--- src/rtl/axil_cfg_seq_pkg.sv ---
// Shared types and constants for the AXI-Lite configuration sequencer.
package axil_cfg_seq_pkg;

  typedef enum logic [2:0] {
    IDLE,
    WR,
    WR_RESP,
    RD_ADDR,
    RD_DATA,
    RSP
  } state_t;

  localparam logic [1:0] OKAY   = 2'b00;
  localparam logic [1:0] EXOKAY = 2'b01;
  localparam logic [1:0] SLVERR = 2'b10;
  localparam logic [1:0] DECERR = 2'b11;

  localparam logic OP_RD = 1'b0;
  localparam logic OP_WR = 1'b1;

endpackage

--- src/rtl/axil_cfg_seq_wdog.sv ---
// Saturating transaction watchdog: counts enabled cycles since the last clear
// and flags once the limit is reached. A limit of 0 never expires.
module axil_cfg_seq_wdog #(
  parameter int LIMIT = 1024,
  parameter int WIDTH = 16
) (
  input  logic clk,
  input  logic rst_n,
  input  logic i_clr,
  input  logic i_en,
  output logic o_expired
);

  localparam logic [WIDTH-1:0] LIMIT_W = WIDTH'(LIMIT);

  logic [WIDTH-1:0] r_count;

  always_ff @(posedge clk or negedge rst_n) begin
    if (!rst_n) begin
      r_count <= '0;
    end else if (i_clr) begin
      r_count <= '0;
    end else if (i_en && (r_count != LIMIT_W)) begin
      r_count <= r_count + 1'b1;
    end
  end

  assign o_expired = (LIMIT != 0) && (r_count == LIMIT_W);

endmodule

--- src/rtl/axil_cfg_seq.sv ---
// Single-outstanding AXI-Lite master: one command in, one legal AXI-Lite
// transaction out, one response back, with a slow-slave watchdog flag.
module axil_cfg_seq
  import axil_cfg_seq_pkg::*;
#(
  parameter int AXIL_ADDR_WIDTH = 24,
  parameter int AXIL_DATA_WIDTH = 32,
  parameter int AXIL_STRB_WIDTH = AXIL_DATA_WIDTH / 8,
  parameter int TIMEOUT_CYCLES  = 1024,
  parameter int TIMEOUT_WIDTH   = 16
) (
  input  logic                       clk,
  input  logic                       rst_n,
  input  logic                       s_cmd_valid,
  output logic                       s_cmd_ready,
  input  logic                       s_cmd_we,
  input  logic [AXIL_ADDR_WIDTH-1:0] s_cmd_addr,
  input  logic [AXIL_DATA_WIDTH-1:0] s_cmd_data,
  input  logic [AXIL_STRB_WIDTH-1:0] s_cmd_strb,
  output logic                       m_rsp_valid,
  input  logic                       m_rsp_ready,
  output logic [AXIL_DATA_WIDTH-1:0] m_rsp_data,
  output logic [1:0]                 m_rsp_resp,
  output logic                       m_rsp_timeout,
  output logic                       busy,
  output logic [AXIL_ADDR_WIDTH-1:0] m_axil_awaddr,
  output logic [2:0]                 m_axil_awprot,
  output logic                       m_axil_awvalid,
  input  logic                       m_axil_awready,
  output logic [AXIL_DATA_WIDTH-1:0] m_axil_wdata,
  output logic [AXIL_STRB_WIDTH-1:0] m_axil_wstrb,
  output logic                       m_axil_wvalid,
  input  logic                       m_axil_wready,
  input  logic [1:0]                 m_axil_bresp,
  input  logic                       m_axil_bvalid,
  output logic                       m_axil_bready,
  output logic [AXIL_ADDR_WIDTH-1:0] m_axil_araddr,
  output logic [2:0]                 m_axil_arprot,
  output logic                       m_axil_arvalid,
  input  logic                       m_axil_arready,
  input  logic [AXIL_DATA_WIDTH-1:0] m_axil_rdata,
  input  logic [1:0]                 m_axil_rresp,
  input  logic                       m_axil_rvalid,
  output logic                       m_axil_rready
);

  state_t                     r_state;
  logic [AXIL_ADDR_WIDTH-1:0] r_addr;
  logic [AXIL_DATA_WIDTH-1:0] r_wdata;
  logic [AXIL_STRB_WIDTH-1:0] r_wstrb;
  logic                       r_awvalid;
  logic                       r_wvalid;
  logic [AXIL_DATA_WIDTH-1:0] r_rsp_data;
  logic [1:0]                 r_rsp_resp;

  logic w_accept;
  logic w_wdog_en;
  logic w_expired;
  logic w_aw_done;
  logic w_w_done;

  assign w_accept  = (r_state == IDLE) && s_cmd_valid;
  assign w_wdog_en = r_state inside {WR, WR_RESP, RD_ADDR, RD_DATA};
  // A channel counts as done if it already handshook or handshakes this cycle.
  assign w_aw_done = !r_awvalid || m_axil_awready;
  assign w_w_done  = !r_wvalid  || m_axil_wready;

  axil_cfg_seq_wdog #(
    .LIMIT (TIMEOUT_CYCLES),
    .WIDTH (TIMEOUT_WIDTH)
  ) u_wdog (
    .clk       (clk),
    .rst_n     (rst_n),
    .i_clr     (w_accept),
    .i_en      (w_wdog_en),
    .o_expired (w_expired)
  );

  always_ff @(posedge clk or negedge rst_n) begin
    if (!rst_n) begin
      r_state    <= IDLE;
      r_addr     <= '0;
      r_wdata    <= '0;
      r_wstrb    <= '0;
      r_awvalid  <= 1'b0;
      r_wvalid   <= 1'b0;
      r_rsp_data <= '0;
      r_rsp_resp <= '0;
    end else begin
      case (r_state)
        IDLE: begin
          if (s_cmd_valid) begin
            r_addr <= s_cmd_addr;
            if (s_cmd_we == OP_WR) begin
              r_wdata   <= s_cmd_data;
              r_wstrb   <= s_cmd_strb;
              r_awvalid <= 1'b1;
              r_wvalid  <= 1'b1;
              r_state   <= WR;
            end else begin
              r_state <= RD_ADDR;
            end
          end
        end
        WR: begin
          if (m_axil_awready) r_awvalid <= 1'b0;
          if (m_axil_wready)  r_wvalid  <= 1'b0;
          if (w_aw_done && w_w_done) r_state <= WR_RESP;
        end
        WR_RESP: begin
          if (m_axil_bvalid) begin
            r_rsp_resp <= m_axil_bresp;
            r_rsp_data <= '0;
            r_state    <= RSP;
          end
        end
        RD_ADDR: begin
          if (m_axil_arready) r_state <= RD_DATA;
        end
        RD_DATA: begin
          if (m_axil_rvalid) begin
            r_rsp_data <= m_axil_rdata;
            r_rsp_resp <= m_axil_rresp;
            r_state    <= RSP;
          end
        end
        RSP: begin
          if (m_rsp_ready) r_state <= IDLE;
        end
        default: r_state <= IDLE;
      endcase
    end
  end

  assign s_cmd_ready    = (r_state == IDLE);
  assign busy           = (r_state != IDLE);
  assign m_rsp_valid    = (r_state == RSP);
  assign m_rsp_data     = r_rsp_data;
  assign m_rsp_resp     = r_rsp_resp;
  assign m_rsp_timeout  = w_expired && (r_state != IDLE);
  assign m_axil_awaddr  = r_addr;
  assign m_axil_awprot  = 3'b000;
  assign m_axil_awvalid = r_awvalid;
  assign m_axil_wdata   = r_wdata;
  assign m_axil_wstrb   = r_wstrb;
  assign m_axil_wvalid  = r_wvalid;
  assign m_axil_bready  = (r_state == WR_RESP);
  assign m_axil_araddr  = r_addr;
  assign m_axil_arprot  = 3'b000;
  assign m_axil_arvalid = (r_state == RD_ADDR);
  assign m_axil_rready  = (r_state == RD_DATA);

endmodule

--- config.mk ---
export PLATFORM = sky130hd
export DESIGN_NAME = axil_cfg_seq
export DESIGN_NICKNAME = d
export VERILOG_FILES = /design/src/rtl/axil_cfg_seq_pkg.sv /design/src/rtl/axil_cfg_seq_wdog.sv /design/src/rtl/axil_cfg_seq.sv
export SDC_FILE = /design/constraint.sdc
export NUM_CORES = 1
export LEC_CHECK = 0
export CORE_ASPECT_RATIO = 0.8
export CORE_MARGIN = 2
export CORE_UTILIZATION = 40
export DETAILED_ROUTE_END_ITERATION = 8
export PLACE_DENSITY_LB_ADDON = 0.1
export SLEW_MARGIN = 20
export SYNTH_ARGS = -nofsm -noshare
export SYNTH_HDL_FRONTEND = slang
export SYNTH_SLANG_ARGS = --single-unit
--- constraint.sdc ---
create_clock -name clk -period 1.96 [get_ports clk]
set_input_delay 0.588 -clock clk [delete_from_list [all_inputs] [get_ports clk]]
set_output_delay 0.588 -clock clk [all_outputs]
set_load 0.005 [all_outputs]
==> results.sh <==
export IMPL_p_seq_share_pct=30.8
export IMPL_num_vias=4447
export IMPL_route_met3_wl_mm=1.09
export IMPL_grt_pass1_wl_mm=22.9
export IMPL_holdWs_ps=480
export IMPL_cts_clk_slew_worst_paths_ps=50
export IMPL_synth_edf_count=0
export IMPL_wl_met2_mm=7.00
export IMPL_synth_cell_types=44
export IMPL_dp_hpwl_mm=10.2
export IMPL_synth_seq_cells=115
export IMPL_layout_setup_ws_ps=-180
export IMPL_cp_end_kind="primary output"
export IMPL_r2r_end="u_wdog.r_count[9]$_DFFE_PN0P_"
export IMPL_start_kind="flop"
export IMPL_finalClockSkew_ps=8.04
export IMPL_fmax_ghz=0.467
export IMPL_p_clk_share_pct=24.7
export IMPL_timing_rr_start="r_state[1]$_DFFE_PN0P_"
export IMPL_p_sw_share_pct=30.7
export IMPL_fin_crit_ps=2140
export IMPL_vdd_drop_max_v=0.000825
export IMPL_reg2reg_setup_slack_ps=110
export IMPL_maxSlewViolCount=0
export IMPL_cts_root_buf="clkbuf_16"
export IMPL_syn_to_final_growth_pct=64.1
export IMPL_cts_tree="done"
export IMPL_final_hold_violation_count=0
export IMPL_routedWlPerCell_um=15.2
export IMPL_netlist_instances=508
export IMPL_die_x_um=131
export IMPL_min_delay_path_depth=2
export IMPL_first_iter_violations=244
export IMPL_setup_viol=1
export IMPL_yosys_warnings=0
export IMPL_min_path_type="flop to flop"
export IMPL_clk_path_buf_depth=2
export IMPL_crit_arrival_ps=1550
export IMPL_syn_area_per_cell_um2=10.2
export IMPL_power_internal_mw=9.19
export IMPL_crit_start="u_wdog.r_count[1]$_DFFE_PN0P_"
export IMPL_comb_power_share_pct=44.5
export IMPL_critPathCapture="m_rsp_timeout"
export IMPL_dr_pass1_iters=4
export IMPL_dieArea_um2=13900
export IMPL_coreArea_um2=12800
export IMPL_clock_sinks=115
export IMPL_fin_crit_sh_pct=109
export IMPL_synth_area_um2=5180
export IMPL_required_ps=1370
export IMPL_postRouteAntennaNets=0
export IMPL_grt_max_degree=70
export IMPL_grt_usage_pct=21.0
export IMPL_status="finished, violations left"
export IMPL_power_density_nw_per_um2=1560
export IMPL_yosysSeqAreaShare_pct=55.5
export IMPL_synthArstFlopShare_pct=100
export IMPL_antenna_found_initial=0
export IMPL_worstRegToRegCells=7
export IMPL_grt_ovfl_total=0
export IMPL_wl_mm=14.4
export IMPL_rows=37
export IMPL_min_from="m_rsp_resp[1]$_DFFE_PN0P_"
export IMPL_routabilityCongestion=0.807
export IMPL_grt_pass1_vias=4512
export IMPL_wl_met1_mm=6.06
export IMPL_clk_latency_ps=410
export IMPL_critPathKind="flop to primary output"
export IMPL_fin_setup_tns_ps=-180
export IMPL_die_h_um=106
export IMPL_antennaDiodeCount=0
export IMPL_tritoncts_num_buffers=17
export IMPL_nNetsFinal=864
export IMPL_drive_above_1_share_pct=18.9
export IMPL_synth_flop_cell="dfrtp_1"
export IMPL_drc=0
export IMPL_ctsHtreeMaxLevel=4
export IMPL_initial_utilization_pct=40.6
export IMPL_violations="negative setup slack"
export IMPL_numPortBuffers=232
export IMPL_io_pins=239
export IMPL_top_layer="met4"
export IMPL_cp_max_fo=2
export IMPL_avgViaCountPerCell=4.71
export IMPL_p_leak_nw=3.84
export IMPL_grt_setup_unrepaired="true"
export IMPL_switchingPower_mw=4.07
export IMPL_max_cap_viol_count=0
==> worst max-delay path, stage by stage, from the launching register on <==
cell     delay [ps]
dfrtp_1         400
inv_2            90
ha_4            130
nor3b_4         170
nand4_1         140
nor2_1          110
buf_2           120
==> cells in the mapped netlist (5+ instances only) <==
library cell / number / area [um2]
mux2_2: 20 / 225
buf_2: 11 / 55.1
inv_1: 10 / 37.5
buf_4: 34 / 255
clkbuf_1: 5 / 18.8
mux2_4: 18 / 270
nand3_1: 7 / 35.0
nand2_1: 162 / 608
dfrtp_1: 115 / 2880
o21ai_0: 39 / 195
nand4_1: 5 / 31.3
nor2_1: 13 / 48.8
mux2i_1: 7 / 70.1
a21oi_1: 11 / 55.1
==> layout make-up <==
| class | instances | area [um2] |
|---|---|---|
| tap | 175 | 219 |
| fill | 1014 | 4270 |
| inverter | 10 | 37.5 |
| clock inverter | 15 | 206 |
| sequential | 115 | 2880 |
| timing repair buffer | 278 | 2740 |
| multi-input combinational | 334 | 2000 |
| clock buffer | 17 | 425 |
==> routing by layer <==
metal  GRT usage, %  vias to the layer above
met3           8.13                       16
met4           6.99                        0
met1           24.9                     2122
li1               -                     2133
met2           35.3                      176
met5              0                        -
==> registers in the layout, indices dropped and copies added (netlist names) <==
| name | cells |
|---|---|
| m_axil_wstrb | 4 |
| m_rsp_resp | 2 |
| m_rsp_data | 32 |
| r_state | 3 |
| m_axil_awvalid | 1 |
| u_wdog.r_count | 16 |
| m_axil_wvalid | 1 |
| m_axil_araddr | 24 |
| m_axil_wdata | 32 |
==> worst min-delay path by stage <==
stage                                        end
floorplan           m_axil_araddr[0]$_DFFE_PN0P_
global placement    m_axil_wdata[30]$_DFFE_PN0P_
detailed placement  m_axil_wdata[30]$_DFFE_PN0P_
CTS                    m_rsp_resp[1]$_DFFE_PN0P_
global route           m_rsp_data[6]$_DFFE_PN0P_
finish                 m_rsp_resp[1]$_DFFE_PN0P_
==> cell usage in the layout (no fill, tap or decap), types with 3 or more instances in the layout <==
cell type	n
mux2_4	18
nand2_1	158
nand3_1	7
buf_12	6
clkinvlp_4	5
a21oi_1	11
buf_6	3
nor2_1	11
inv_2	3
dlymetal6s2s_1	3
clkbuf_16	17
nor3_1	4
nand4_1	5
inv_1	7
nand2_2	4
or3_1	4
mux2_2	20
buf_2	3
o21ai_0	39
xor2_1	4
dfrtp_1	113
clkinv_4	3
bufinv_16	4
conb_1	6
o21ai_1	4
mux2i_1	7
buf_4	38
clkdlybuf4s50_1	221
==> power groups by stage <==
stage / clock network (mW) / logic (mW) / registers, mW
finish: 3.27 / 5.90 / 4.09
global route: 3.45 / 6.40 / 4.23
CTS: 3.34 / 5.86 / 4.09
detailed placement: 0 / 5.65 / 4.07
global placement: 0 / 5.55 / 4.02
floorplan: 0 / 2.39 / 4.11
==> metrics by stage <==
step	power, mW	util [%]	area (um2)	cells	worst slack, ps
2_1_floorplan	6.50	-	5200	513	176
3_3_place_gp	9.57	60.3	7710	901	-221
3_5_place_dp	9.72	60.3	7710	901	-295
4_1_cts	13.3	66.3	8470	943	-189
5_1_grt	14.1	66.6	8510	944	-278
6_report	13.3	66.6	8510	944	-180
==> repair_timing <==
item                                    4_1_cts  5_1_grt
endpoints found under the hold margin         1        0
buffers inserted                              9        2
hold buffers                                  1        0
pin swaps                                     4        4
gates resized for setup                      37       14
endpoints found under the setup margin        7       12
gates cloned                                  0        0
==> cell families (layout without fill, tap and decap cells) <==
logic type	count (synthesis)	in the layout	share of synthesized area, %
DFF	115	115	55.5
adders and majority gates	2	2	0.483
muxes	45	45	10.9
and+or+nand+nor	213	213	17.5
other	1	6	0.0723
xor gates and xnor gates	5	5	0.990
AOI/OAI and AO/OA	63	63	6.61
buffers and inverters	64	320	7.94
Note: power is estimated with default switching activity, not from simulation.
